--- config.mk ---
export PLATFORM = sky130hd
export DESIGN_NAME = fsm_seq_driver
export DESIGN_NICKNAME = d
export VERILOG_FILES = /design/src/rtl/fsm_pkg.sv /design/src/rtl/seq_fifo.sv /design/src/rtl/fsm_seq_driver.sv
export SDC_FILE = /design/constraint.sdc
export NUM_CORES = 1
export LEC_CHECK = 0
export CORE_ASPECT_RATIO = 1.4
export CORE_UTILIZATION = 57
export DETAILED_ROUTE_END_ITERATION = 16
export GPL_TIMING_DRIVEN = 0
export PLACE_DENSITY = 0.85
export SYNTH_ARGS = -nofsm -noshare
export SYNTH_HDL_FRONTEND = slang
export SYNTH_HIERARCHICAL = 1
export SYNTH_SLANG_ARGS = --single-unit
--- constraint.sdc ---
create_clock -name clk -period 3.4 [get_ports clk]
set_input_delay 0.68 -clock clk [delete_from_list [all_inputs] [get_ports clk]]
set_output_delay 0.68 -clock clk [all_outputs]
set_load 0.03 [all_outputs]
--- src/rtl/fsm_pkg.sv ---
// Shared definitions for the sequence driver of the 2-input, 4-state Moore FSM.
// Target state codes, driver control states and the state-to-input mapping.
package fsm_pkg;

  typedef enum logic [1:0] {
    S0 = 2'b00,
    S1 = 2'b01,
    S2 = 2'b10,
    S3 = 2'b11
  } fsm_state_t;

  typedef enum logic [1:0] {
    ST_IDLE  = 2'b00,
    ST_RUN   = 2'b01,
    ST_FLUSH = 2'b10,
    ST_DONE  = 2'b11
  } drv_state_t;

  localparam logic [1:0] XZ_IDLE = 2'b00;

  // The target FSM's next state is {x,z}, so commanding S means x=S[1], z=S[0].
  function automatic logic [1:0] state_to_xz(input logic [1:0] s);
    return {s[1], s[0]};
  endfunction

endpackage

--- src/rtl/seq_fifo.sv ---
// Synchronous FIFO of DEPTH 2-bit target-state entries with occupancy count.
// Push while full and pop while empty are ignored.
module seq_fifo #(
  parameter int DEPTH = 8,
  parameter int CNT_W = 4
) (
  input  logic             clk,
  input  logic             rst,
  input  logic             push,
  input  logic [1:0]       push_data,
  input  logic             pop,
  output logic [1:0]       pop_data,
  output logic             full,
  output logic             empty,
  output logic [CNT_W-1:0] count
);

  localparam int PTR_W = $clog2(DEPTH);
  localparam logic [CNT_W-1:0] CNT_FULL = CNT_W'(DEPTH);

  logic [1:0]       mem_r [DEPTH];
  logic [PTR_W-1:0] wr_ptr_r;
  logic [PTR_W-1:0] rd_ptr_r;
  logic [CNT_W-1:0] count_r;
  logic             do_push_s;
  logic             do_pop_s;

  // Qualify push/pop against occupancy.
  always_comb begin
    do_push_s = push && (count_r != CNT_FULL);
    do_pop_s  = pop && (count_r != {CNT_W{1'b0}});
  end

  // Storage array; contents need no reset since count gates every read.
  always_ff @(posedge clk) begin
    if (do_push_s) begin
      mem_r[wr_ptr_r] <= push_data;
    end
  end

  // Pointers wrap naturally because DEPTH is a power of two.
  always_ff @(posedge clk or posedge rst) begin
    if (rst) begin
      wr_ptr_r <= {PTR_W{1'b0}};
      rd_ptr_r <= {PTR_W{1'b0}};
      count_r  <= {CNT_W{1'b0}};
    end else begin
      if (do_push_s) begin
        wr_ptr_r <= wr_ptr_r + PTR_W'(1);
      end
      if (do_pop_s) begin
        rd_ptr_r <= rd_ptr_r + PTR_W'(1);
      end
      case ({do_push_s, do_pop_s})
        2'b10:   count_r <= count_r + CNT_W'(1);
        2'b01:   count_r <= count_r - CNT_W'(1);
        default: count_r <= count_r;
      endcase
    end
  end

  assign pop_data = mem_r[rd_ptr_r];
  assign full     = (count_r == CNT_FULL);
  assign empty    = (count_r == {CNT_W{1'b0}});
  assign count    = count_r;

endmodule

--- src/rtl/fsm_seq_driver.sv ---
// Replays a buffered sequence of target states onto the FSM's x/z inputs and
// flags every step where the observed FSM state differs from the commanded one.
module fsm_seq_driver
  import fsm_pkg::*;
#(
  parameter int DEPTH = 8,
  parameter int ERR_W = 8
) (
  input  logic             clk,
  input  logic             rst,
  input  logic             load_valid,
  input  logic [1:0]       load_state,
  output logic             load_ready,
  input  logic             start,
  output logic             x,
  output logic             z,
  input  logic [1:0]       obs_state,
  output logic             busy,
  output logic             done,
  output logic             mismatch,
  output logic [ERR_W-1:0] err_count
);

  localparam int CNT_W = $clog2(DEPTH + 1);
  localparam logic [CNT_W-1:0] CNT_FULL = CNT_W'(DEPTH);
  localparam logic [ERR_W-1:0] ERR_MAX  = {ERR_W{1'b1}};

  drv_state_t       state_r;
  logic             x_r;
  logic             z_r;
  logic             drive_v_r;
  logic             busy_r;
  logic             done_r;
  logic             load_ready_r;
  logic             exp_v_r;
  logic [1:0]       exp_q_r;
  logic             mismatch_r;
  logic [ERR_W-1:0] err_count_r;

  logic             push_s;
  logic             pop_s;
  logic             start_run_s;
  logic             full_s;
  logic             empty_s;
  logic [1:0]       head_s;
  logic [CNT_W-1:0] count_s;
  logic [CNT_W-1:0] cnt_nxt_s;

  seq_fifo #(
    .DEPTH(DEPTH),
    .CNT_W(CNT_W)
  ) u_fifo (
    .clk      (clk),
    .rst      (rst),
    .push     (push_s),
    .push_data(load_state),
    .pop      (pop_s),
    .pop_data (head_s),
    .full     (full_s),
    .empty    (empty_s),
    .count    (count_s)
  );

  // Handshake and pop decode; cnt_nxt_s lets load_ready be registered yet exact.
  always_comb begin
    push_s      = load_valid && load_ready_r && !full_s;
    start_run_s = (state_r == ST_IDLE) && start && !empty_s;
    if (state_r == ST_RUN) begin
      pop_s = !empty_s;
    end else begin
      pop_s = start_run_s;
    end
    cnt_nxt_s = count_s + CNT_W'(push_s) - CNT_W'(pop_s);
  end

  // Control FSM with registered drive and status outputs.
  always_ff @(posedge clk or posedge rst) begin
    if (rst) begin
      state_r      <= ST_IDLE;
      x_r          <= 1'b0;
      z_r          <= 1'b0;
      drive_v_r    <= 1'b0;
      busy_r       <= 1'b0;
      done_r       <= 1'b0;
      load_ready_r <= 1'b1;
    end else begin
      case (state_r)
        ST_IDLE: begin
          done_r <= 1'b0;
          if (start_run_s) begin
            state_r      <= ST_RUN;
            {x_r, z_r}   <= state_to_xz(head_s);
            drive_v_r    <= 1'b1;
            busy_r       <= 1'b1;
            load_ready_r <= 1'b0;
          end else begin
            {x_r, z_r}   <= XZ_IDLE;
            drive_v_r    <= 1'b0;
            busy_r       <= 1'b0;
            load_ready_r <= (cnt_nxt_s != CNT_FULL);
          end
        end
        ST_RUN: begin
          busy_r       <= 1'b1;
          done_r       <= 1'b0;
          load_ready_r <= 1'b0;
          if (!empty_s) begin
            {x_r, z_r} <= state_to_xz(head_s);
            drive_v_r  <= 1'b1;
          end else begin
            {x_r, z_r} <= XZ_IDLE;
            drive_v_r  <= 1'b0;
            state_r    <= ST_FLUSH;
          end
        end
        ST_FLUSH: begin
          state_r      <= ST_DONE;
          {x_r, z_r}   <= XZ_IDLE;
          drive_v_r    <= 1'b0;
          busy_r       <= 1'b0;
          done_r       <= 1'b1;
          load_ready_r <= 1'b0;
        end
        ST_DONE: begin
          state_r      <= ST_IDLE;
          {x_r, z_r}   <= XZ_IDLE;
          drive_v_r    <= 1'b0;
          busy_r       <= 1'b0;
          done_r       <= 1'b0;
          load_ready_r <= (cnt_nxt_s != CNT_FULL);
        end
        default: begin
          state_r      <= ST_IDLE;
          {x_r, z_r}   <= XZ_IDLE;
          drive_v_r    <= 1'b0;
          busy_r       <= 1'b0;
          done_r       <= 1'b0;
          load_ready_r <= 1'b0;
        end
      endcase
    end
  end

  // Checker pipeline: the FSM lands one edge after x/z, so compare one cycle late.
  always_ff @(posedge clk or posedge rst) begin
    if (rst) begin
      exp_q_r     <= 2'b00;
      exp_v_r     <= 1'b0;
      mismatch_r  <= 1'b0;
      err_count_r <= {ERR_W{1'b0}};
    end else begin
      exp_q_r    <= {x_r, z_r};
      exp_v_r    <= drive_v_r;
      mismatch_r <= exp_v_r && (obs_state != exp_q_r);
      if (start_run_s) begin
        err_count_r <= {ERR_W{1'b0}};
      end else if (exp_v_r && (obs_state != exp_q_r) && (err_count_r != ERR_MAX)) begin
        err_count_r <= err_count_r + ERR_W'(1);
      end else begin
        err_count_r <= err_count_r;
      end
    end
  end

  assign x          = x_r;
  assign z          = z_r;
  assign busy       = busy_r;
  assign done       = done_r;
  assign load_ready = load_ready_r;
  assign mismatch   = mismatch_r;
  assign err_count  = err_count_r;

endmodule

==> reports/qor.yml, run 1 <==
status: "finished, final reports clean"
yosys.area.top_type: "dfrtp_1"
skew_ns: 0.00608
drtIter0Drc: 95
synth-edff-count: 16
fin_crit_ns: 3.17
max_slew_margin_pct: 50.6
start_util_pct: 59.3
p_comb_share_pct: 49.2
ant_nets: 0
portBuffers: 21
io_pins: 22
cts_tree: "yes"
dp_hpwl_um: 3140
dp_slack_ns: 0.137
p_clk_share_pct: 13.4
core_um2: 3950
setup_tns_ns: 0
wl_um: 4130
post-synth-top-count-cell: "dfrtp_1"
antenna_found_initial: 0
async_flop_share_pct: 65.2
drive_above_1_share_pct: 10.2
syn_to_final_growth_pct: 14.9
first_pass_iters: 4
placementRows: 27
synthCells: 197
cts_resized: 0
diodes: 0
fin_nets: 250
cp_num_cells: 10
num_vias: 1583
cp.arrival_ns: 3.35
setup_viol: 0
cp-end-kind: "flop"
period_share_pct: 93.3
hold_viol_final: 0
required_ns: 3.57
htree_levels: 2
worst-path-max-fanout: 9
cts_num_sinks: 46
synth_area_leaders: "dfrtp_1 31%, edfxtp_1 20%, ha_1 8.0%"
wire_per_inst_um: 15.4
synthFlopType: "dfrtp_1"
cts-root-buf: "clkbuf_8"
hold_buffers: 0
max_freq_mhz: 315
r2r_cells: 10
synth_warnings: 6
critPathBufInv: 1
pwr-share-seq_pct: 37.3
clock_path_buffers: 2
synth_top_cell_area_share_pct: 30.9
fill_cells: 272
path_cells: "nor4_1 -> nand3b_1 -> nand2_1 -> o41ai_2 -> inv_1 -> ha_1 -> ha_1 -> or4b_1 -> o311ai_0 -> o211ai_1"
switching_share_pct: 40.7
post-cts-setup-buffers: 0
grt_pass1_wl_um: 6910
die_y_um: 77.9
critPathMaxStageDelay_ns: 0.52
synth_cell_types: 50
powerDensity_nw_per_um2: 896
overflow: 0
cp-start-kind: "flop"
clk_pin_slew_worst_paths_ns: 0.08
ir_drop_mv: 0.752
grt_pass1_vias: 1537
place_congestion: 0.813
rsz0062_at_grt: "no"
grtUsageTotal_pct: 20.8
syn_area_per_cell_um2: 11.9
synthesis.area_um2: 2340
final_util_pct: 68.2
hold_depth: 0
numCtsBuffers: 5
die_w_um: 56.2
critical_path_class: "reg -> reg"
clock_latency_ns: 0.30
synth_nets: 222
critPathSlowestCell: "nor4_1"
worst_slack_ns: 0.226
p_int_mw: 1.43
power.net_switching_uw: 982
leakage_nw: 1.13
finalMaxSlewViolations: 0
hp-class: "reg -> reg"
synth_seq_cells: 46
crit_top_cell: "ha_1"
drv_cap: 0
drc_errors: 0
seq_area_frac_synth_pct: 52.6
grt_max_degree: 21
synth_common_cells: "29 x dfrtp_1, 18 x inv_1, 16 x edfxtp_1, 15 x ha_1, 13 x nand2_1"
viasPerCell: 5.88
worst_pin_slew_ns: 0.740
crit_family: "simple AND/OR/NAND/NOR gates"
die-area_um2: 4380
[metrics by stage]
stage	hold WS [ns]	power [mW]	area, µm²	instances
floorplan	0.331	1.78	2340	197
global placement	0.332	2.03	2610	261
detailed placement	0.343	2.10	2610	261
CTS	0.362	2.43	2700	269
global route	0.368	2.60	2700	269
finish	0.359	2.41	2700	269
[sequential cells by signal (all words and copies together), names as in the netlist]
register / cells
err_count: 8
u_fifo/wr_ptr_r: 3
drive_v_r: 1
exp_v_r: 1
mismatch: 1
busy: 1
z: 1
u_fifo/mem_r: 16
done: 1
state_r: 2
x: 1
u_fifo/count: 4
load_ready: 1
exp_q_r: 2
u_fifo/rd_ptr_r: 3
[power groups by stage]
stage	sequential, mW	clock, mW	combinational, mW
final	0.902	0.325	1.19
after global routing	0.922	0.347	1.33
after CTS	0.902	0.334	1.20
after detailed placement	0.911	0	1.19
after global placement	0.897	0	1.13
after floorplan	0.959	0	0.823
[layout make-up]
type / instances / area [µm²] / share of cell area, %
Multi-Input combinational cell: 128 / 1020 / 38.0
Clock buffer: 6 / 72.6 / 2.69
Timing Repair Buffer: 21 / 210 / 7.80
Clock inverter: 2 / 13.8 / 0.511
Buffer: 4 / 17.5 / 0.650
Sequential cell: 46 / 1230 / 45.7
Inverter: 19 / 71.3 / 2.65
Tap cell: 43 / 53.8 / 2.00
[kinds of logic after synthesis]
kind of cell               share of synthesized area, %
buffers and inverters                              3.79
xor gates and xnor gates                           4.11
adders and majority gates                          9.71
muxes                                              6.62
and+or+nand+nor                                    14.0
DFF                                                52.6
AOI/OAI and AO/OA                                  9.18
[layout by cell type, fill, tap and decap left out, types with 3 or more instances in the layout]
cell / instances
edfxtp_1: 16
mux2_2: 3
ha_1: 15
nor3_1: 3
nand2_1: 13
clkdlybuf4s50_1: 21
clkbuf_1: 3
nand3_1: 7
mux4_2: 4
clkbuf_8: 5
nor2_1: 9
inv_1: 18
xor2_1: 3
nor3b_1: 3
a21oi_1: 8
dfrtp_1: 29
o21ai_0: 8
nand2b_1: 5
xnor2_1: 8
[layer usage]
layer	global-route usage, %	wire length, µm
met5	0	0
met4	10.0	93
met3	3.50	130
met2	38.1	2250
met1	23.0	1660
[final timing paths]
| kind | start | endpoint | slack (ns) |
|---|---|---|---|
| worst max register to register | u_fifo/count[1] | u_fifo/count[3] | 0.23 |
| worst max-delay path | u_fifo/count[1] | u_fifo/count[3] | 0.23 |
| worst min-delay path | drive_v_r | exp_v_r | 0.36 |
| worst min register to register | drive_v_r | exp_v_r | 0.36 |
| min in group asynchronous | rst | u_fifo/rd_ptr_r[2] | 0.72 |
| max in group asynchronous | rst | state_r[1] | 2.08 |
(Power assumes the default switching activity.)
==> run 2, diff against run 1 <==
ABC_AREA = 1   (was default)
CORE_UTILIZATION = 58   (was 57)
CTS_CLUSTER_DIAMETER = 60   (was default)
PLACE_DENSITY = 0.86   (was 0.85)
==> run 2 against run 1 <==
Against the previous run: critical path depth is 7 higher; utilization rose by 2.1 points; worst hold slack better by 0.0016 ns; cell count is 51% higher; critical endpoint is now load_ready; clock power rose by 23%; wire length grew 7.7%; critical path type unchanged; count of clock-buffer cells in the layout up 1; flip-flop and latch count unchanged.
==> reports/qor.yml, run 2 <==
rsz0062_at_grt: "no"  # unchanged
worst-path-max-fanout: 10  # was 9
num_vias: 1997  # was 1,583
htree_levels: 2  # unchanged
final_cells: 406  # was 269
power.net_switching_mw: 1.13  # was 982 µW
place_congestion: 0.796  # was 0.813
max_slew_margin_pct: 49.4  # was 50.6%
regMostFlops: "u_fifo/mem_r"  # unchanged
dp_cells: 398  # was 261
p_clk_share_pct: 15.2  # was 13.4%
viasPerCell: 4.92  # was 5.88
status: "finished, final reports clean"  # unchanged
wl_um: 4450  # was 4130 µm
overflow: 0  # unchanged
cts_num_sinks: 46  # unchanged
cp-start-kind: "flop"  # unchanged
core_um2: 4240  # was 3950 µm²
hold_viol_final: 0  # unchanged
wire_per_inst_um: 11.0  # was 15.4 µm
portBuffers: 21  # unchanged
grt_max_degree: 21  # unchanged
synth_area_leaders: "dfrtp_1 28%, edfxtp_1 19%, nand2_1 15%"  # was dfrtp_1 31%, edfxtp_1 20%, ha_1 8.0%
layout_commonest_cell: "nand2_1"  # was dfrtp_1
drive_above_1_share_pct: 6.65  # was 10.2%
hp-class: "reg -> reg"  # unchanged
synth_common_cells: "102 x nand2_1, 52 x inv_1, 37 x nor2_1, 29 x dfrtp_1, 18 x nand3_1"  # was 29 x dfrtp_1, 18 x inv_1, 16 x edfxtp_1, 15 x ha_1, 13 x nand2_1
synth_cell_types: 28  # was 50
fill_cells: 302  # was 272
drc_errors: 0  # unchanged
grtUsageTotal_pct: 22.2  # was 20.8%
critical_path_class: "reg -> reg"  # unchanged
numCtsBuffers: 5  # unchanged
finalMaxSlewViolations: 0  # unchanged
syn_area_per_cell_um2: 8.16  # was 11.9 µm²
pwr-share-seq_pct: 34.4  # was 37.3%
grt_pass1_vias: 1943  # was 1,537
cts_tree: "yes"  # unchanged
dp_hpwl_um: 3340  # was 3140 µm
hold_buffers: 0  # unchanged
yosys.area.top_type: "dfrtp_1"  # unchanged
max_freq_mhz: 358  # was 315 MHz
switching_share_pct: 43.1  # was 40.7%
period_share_pct: 82.2  # was 93.3%
synthFlopType: "dfrtp_1"  # unchanged
synth_top_cell_area_share_pct: 28.1  # was 30.9%
clock_path_buffers: 2  # unchanged
ir_drop_mv: 0.607  # was 0.752 mV
grt_pass1_wl_um: 7860  # was 6910 µm
final_cell_mix: "102 x nand2_1, 52 x inv_1, 37 x nor2_1"  # was 29 x dfrtp_1, 21 x clkdlybuf4s50_1, 18 x inv_1
clock_latency_ns: 0.30  # about the same
antenna_found_initial: 0  # unchanged
cts_resized: 0  # unchanged
die_w_um: 58.4  # was 56.2 µm
drv_cap: 0  # unchanged
p_int_mw: 1.49  # was 1.43 mW
drtIter0Drc: 79  # was 95
synthCells: 317  # was 197
syn_to_final_growth_pct: 15.1  # was 14.9%
synth_warnings: 6  # unchanged
io_pins: 22  # unchanged
seq_area_frac_synth_pct: 47.7  # was 52.6%
powerDensity_nw_per_um2: 881  # was 896 nW/µm²
post-synth-top-count-cell: "nand2_1"  # was dfrtp_1
setup_viol: 0  # unchanged
worst_pin_slew_ns: 0.758  # was 0.740 ns
first_pass_iters: 4  # unchanged
ant_nets: 0  # unchanged
async_flop_share_pct: 65.2  # unchanged
clk_pin_slew_worst_paths_ns: 0.09  # was 0.08 ns
largest_reg_flops: 16  # unchanged
p_comb_share_pct: 50.4  # was 49.2%
required_ns: 3.63  # was 3.57 ns
fin_nets: 370  # was 250
fin_crit_ns: 2.79  # was 3.17 ns
leakage_nw: 1.47  # was 1.13 nW
cts-root-buf: "clkbuf_8"  # unchanged
synth_nets: 342  # was 222
placementRows: 28  # was 27
skew_ns: 0.00926  # was 0.00608 ns
synth-edff-count: 16  # unchanged
synthesis.area_um2: 2590  # was 2340 µm²
die-area_um2: 4730  # was 4380 µm²
setup_tns_ns: 0  # unchanged
synth_seq_cells: 46  # unchanged
cp-end-kind: "flop"  # unchanged
die_y_um: 81.0  # was 77.9 µm
cp.arrival_ns: 3.03  # was 3.35 ns
start_util_pct: 61.0  # was 59.3%
diodes: 0  # unchanged
post-cts-setup-buffers: 0  # unchanged
==> run 2: cell count changes after synthesis, sizes merged, moves of 6 or more <==
cell and delta:
nor2 +31, nor3 +6, inv +33, nand3 +13, nand2 +92
==> run 2: per-stage QoR <==
stage	util [%]	setup slack (ns)	hold WS [ns]	power (mW)	cell area, µm²
2_1_floorplan	-	0.874	0.331	1.89	2590
3_3_place_gp	67.7	0.384	0.333	2.17	2870
3_5_place_dp	67.7	0.386	0.342	2.23	2870
4_1_cts	70.2	0.587	0.362	2.64	2980
5_1_grt	70.2	0.349	0.366	2.88	2980
6_report	70.2	0.606	0.361	2.62	2980
==> run 2: worst paths after layout <==
| kind | startpoint | endpoint | slack [ns] | cells after the start |
|---|---|---|---|---|
| max | u_fifo/count[1] | load_ready | 0.61 | 17 |
| min | drive_v_r | exp_v_r | 0.36 | 0 |
| max reg2reg | u_fifo/count[1] | load_ready | 0.61 | 17 |
| min reg2reg | drive_v_r | exp_v_r | 0.36 | 0 |
| max in group asynchronous | rst | exp_q_r[1] | 2.08 | 2 |
| min in group asynchronous | rst | u_fifo/rd_ptr_r[0] | 0.67 | 2 |
==> run 2: logic make-up (layout without fill, tap and decap cells) <==
family | Yosys count | after routing | share of synthesized area, %
AO/OA/AOI/OAI | 12 | 12 | 2.66
XOR/XNOR | 7 | 7 | 2.37
adder cells (fa/ha/maj) | 17 | 17 | 8.81
buffers and inverters | 56 | 85 | 8.90
flip-flops | 46 | 46 | 47.7
AND/OR/NAND/NOR | 179 | 179 | 29.6
==> run 2: final cells by class <==
| type | instances | area (µm²) | area share [%] |
|---|---|---|---|
| Multi-Input combinational cell | 215 | 1120 | 37.7 |
| Timing Repair Buffer | 21 | 210 | 7.06 |
| Buffer | 4 | 35.0 | 1.18 |
| Tap cell | 60 | 75.1 | 2.52 |
| Sequential cell | 46 | 1230 | 41.4 |
| Inverter | 52 | 195 | 6.55 |
| Clock inverter | 1 | 30.0 | 1.01 |
| Clock buffer | 7 | 76.3 | 2.56 |
==> run 2: power groups by stage <==
stage / clock (mW) / sequential (mW) / combinational, mW
finish: 0.400 / 0.901 / 1.32
global route: 0.423 / 0.929 / 1.52
CTS: 0.407 / 0.900 / 1.33
detailed placement: 0 / 0.911 / 1.31
global placement: 0 / 0.905 / 1.26
floorplan: 0 / 0.976 / 0.916
==> run 2: layer usage <==
layer | vias to the layer above | part of all wire, % | track usage [%]
met4 | 0 | 2.5 | 12.9
met5 | - | 0 | 0
li1 | 1026 | - | -
met3 | 9 | 2.7 | 4.30
met1 | 926 | 42 | 23.9
met2 | 36 | 53 | 39.8
==> run 2: critical path: stages, from the launching register on <==
cell and delay (ns):
dfrtp_1 0.48, nor2_2 0.15, nand3_1 0.11, inv_1 0.10, inv_1 0.04, nand3_1 0.08
buf_2 0.25, nand2_1 0.10, ha_1 0.27, inv_1 0.06, ha_1 0.16, inv_1 0.06
fa_1 0.48, nand3b_1 0.08, nor2_1 0.09, nand2_1 0.06, o21bai_1 0.11, inv_1 0.05
==> run 3, diff against run 2 <==
CORE_UTILIZATION = 52   (was 58)
PLACE_DENSITY = 0.82   (was 0.86)
clock period = 2.3 ns   (was 3.4 ns; I/O delays follow)
==> run 3 against run 2 <==
Against the previous run: the run now ends with setup timing left; worst hold slack better by 0.0084 ns; sequential share of layout area down 2.3 points; worst setup slack worse by 0.68 ns; die area up 11%; via count up 1.7%; sequential power up 45%; critical path type unchanged; largest power group unchanged; wire length up 14%; global-route usage down 0.22 points; count of clock-buffer cells in the layout down 2.
==> reports/qor.yml, run 3 (same netlist as run 2, synthesis figures left out) <==
status: "finished, violations left"  # was finished, final reports clean
violations: "setup timing"
cts_tree: "yes"  # unchanged
overflow: 0  # unchanged
final_cell_mix: "100 x nand2_1, 44 x inv_1, 35 x nor2_1"  # was 102 x nand2_1, 52 x inv_1, 37 x nor2_1
fill_cells: 414  # was 302
power_mw: 4.22  # was 2.62 mW
place_congestion: 0.819  # was 0.796
drtIter0Drc: 75  # was 79
period_share_pct: 103  # was 82.2%
rsz0062_at_grt: "yes"  # was no
placementRows: 30  # was 28
drv_cap: 0  # unchanged
max_freq_mhz: 421  # was 358 MHz
die-area_um2: 5260  # was 4730 µm²
syn_to_final_growth_pct: 22.2  # was 15.1%
ir_drop_mv: 1.08  # was 0.607 mV
cts-root-buf: "clkbuf_8"  # unchanged
grt_max_degree: 21  # unchanged
cp.arrival_ns: 2.62  # was 3.03 ns
leakage_nw: 1.52  # was 1.47 nW
start_util_pct: 53.8  # was 61.0%
ff2ff_setup_slack_ns: -0.08  # was 0.61 ns
worst_slack_ns: -0.0772  # was 0.606 ns
layout_commonest_cell: "nand2_1"  # unchanged
skew_ns: 0.00424  # was 0.00926 ns
setup_viol: 1  # was 0
setup_tns_ns: -0.0772  # was 0 ns
portBuffers: 21  # unchanged
r2r_start: "u_fifo/count[1]"  # unchanged
grt_pass1_vias: 2009  # was 1,943
path_cells: "nor2_4 -> nand3_4 -> inv_4 -> nor2_2 -> inv_2 -> nand2_4 -> ha_4 -> inv_2 -> ha_4 -> inv_2 -> fa_1 -> nand3b_1 -> nor2_1 -> nand2_1 -> o21bai_1 -> inv_1"  # was nor2_2 -> nand3_1 -> inv_1 -> inv_1 -> nand3_1 -> buf_2 -> nand2_1 -> ha_1 -> inv_1 -> ha_1 -> inv_1 -> fa_1 -> nand3b_1 -> nor2_1 -> nand2_1 -> o21bai_1 -> inv_1
dp_slack_ns: -0.489  # was 0.386 ns
wire_per_inst_um: 12.0  # was 11.0 µm
r2r_cells: 16  # was 17
grt_pass1_wl_um: 8450  # was 7860 µm
grtUsageTotal_pct: 21.9  # was 22.2%
drc_errors: 0  # unchanged
fin_nets: 382  # was 370
diodes: 0  # unchanged
hp-class: "reg -> reg"  # unchanged
worst_pin_slew_ns: 0.764  # was 0.758 ns
wl_um: 5080  # was 4450 µm
crit_start: "u_fifo/count[1]"  # unchanged
max_slew_margin_pct: 49.0  # was 49.4%
hold_viol_final: 0  # unchanged
final_cells: 422  # was 406
clock_latency_ns: 0.31  # was 0.30 ns
finalMaxSlewViolations: 0  # unchanged
critPathMaxStageDelay_ns: 0.50  # was 0.48 ns
fin_crit_ns: 2.38  # was 2.79 ns
numCtsBuffers: 5  # unchanged
crit_top_cell: "inv_2"  # was inv_1
cts_num_sinks: 46  # unchanged
first_pass_iters: 4  # unchanged
htree_levels: 2  # unchanged
largest_reg_flops: 16  # unchanged
clk_pin_slew_worst_paths_ns: 0.09  # about the same
worst-path-max-fanout: 3  # was 10
dp_hpwl_um: 3590  # was 3340 µm
antenna_found_initial: 0  # unchanged
dp_cells: 402  # was 398
die_w_um: 61.6  # was 58.4 µm
powerDensity_nw_per_um2: 1330  # was 881 nW/µm²
drive_above_1_share_pct: 15.6  # was 6.65%
viasPerCell: 4.81  # was 4.92
required_ns: 2.55  # was 3.63 ns
num_vias: 2031  # was 1,997
regMostFlops: "u_fifo/mem_r"  # unchanged
critical_path_class: "reg -> reg"  # unchanged
critPathSlowestCell: "fa_1"  # was dfrtp_1
core_um2: 4800  # was 4240 µm²
clock_path_buffers: 2  # unchanged
cp-start-kind: "flop"  # unchanged
io_pins: 22  # unchanged
cp-end-kind: "flop"  # unchanged
ant_nets: 0  # unchanged
crit_end: "load_ready"  # unchanged
die_y_um: 85.4  # was 81.0 µm
hold_buffers: 0  # unchanged
r2r-end: "load_ready"  # unchanged
run 3: cell types whose count changed in the layout (fill, tap and decap cells not counted), moves of 3 or more:
cell	change
ha_1	-3
inv_1	-8
ha_4	+3
buf_4	+13
inv_2	+7
run 3: per-layer routing:
metal / vias up / wire [µm] / GRT usage [%]
met5: - / 0 / 0
met4: 0 / 93 / 8.48
met3: 8 / 139 / 3.96
met2: 32 / 2920 / 41.5
met1: 940 / 1930 / 22.4
li1: 1051 / - / -
run 3: final cells by class:
class	instances	area (µm²)	share of cell area, %
Buffer	3	30.0	0.950
Clock inverter	3	28.8	0.911
Sequential cell	46	1230	39.1
Clock buffer	5	68.8	2.18
Inverter	52	198	6.26
Timing Repair Buffer	34	308	9.74
Multi-Input combinational cell	215	1210	38.3
Tap cell	64	80.1	2.53
run 3: timing repair:
item / CTS / global route
setup buffers: 8 / 5
setup endpoints to repair: 4 / 4
pin swaps: 5 / 3
gates resized for setup: 12 / 7
run 3: worst min path at each step:
stage | startpoint | to | slack [ns] | depth (start not counted)
global placement | drive_v_r | exp_v_r | 0.33 | 0
CTS | drive_v_r | exp_v_r | 0.37 | 0
floorplan | rst | u_fifo/count[0] | 0.30 | 1
finish | drive_v_r | exp_v_r | 0.37 | 0
global route | drive_v_r | exp_v_r | 0.38 | 0
detailed placement | drive_v_r | exp_v_r | 0.35 | 0
run 3: power by group:
part | internal [mW] | total, mW | switching (mW)
combinational | 1.02 | 2.38 | 1.36
clock | 0.227 | 0.527 | 0.299
sequential | 1.09 | 1.31 | 0.222
run 3: per-stage QoR:
step / instance area [µm²] / hold WS, ns / util (%)
after global routing: 3160 / 0.383 / 65.8
after floorplan: 2630 / 0.300 / -
final: 3160 / 0.369 / 65.8
after global placement: 2920 / 0.331 / 60.8
after CTS: 3100 / 0.373 / 64.6
after detailed placement: 2920 / 0.353 / 60.8
run 3: critical path: cells and delay by family, from the launching register on:
kind / cells / cell delay [ns]
compound gates: 1 / 0.13
fa+ha+maj: 3 / 0.84
buf+inv: 5 / 0.31
flops: 1 / 0.45
simple gates: 7 / 0.59
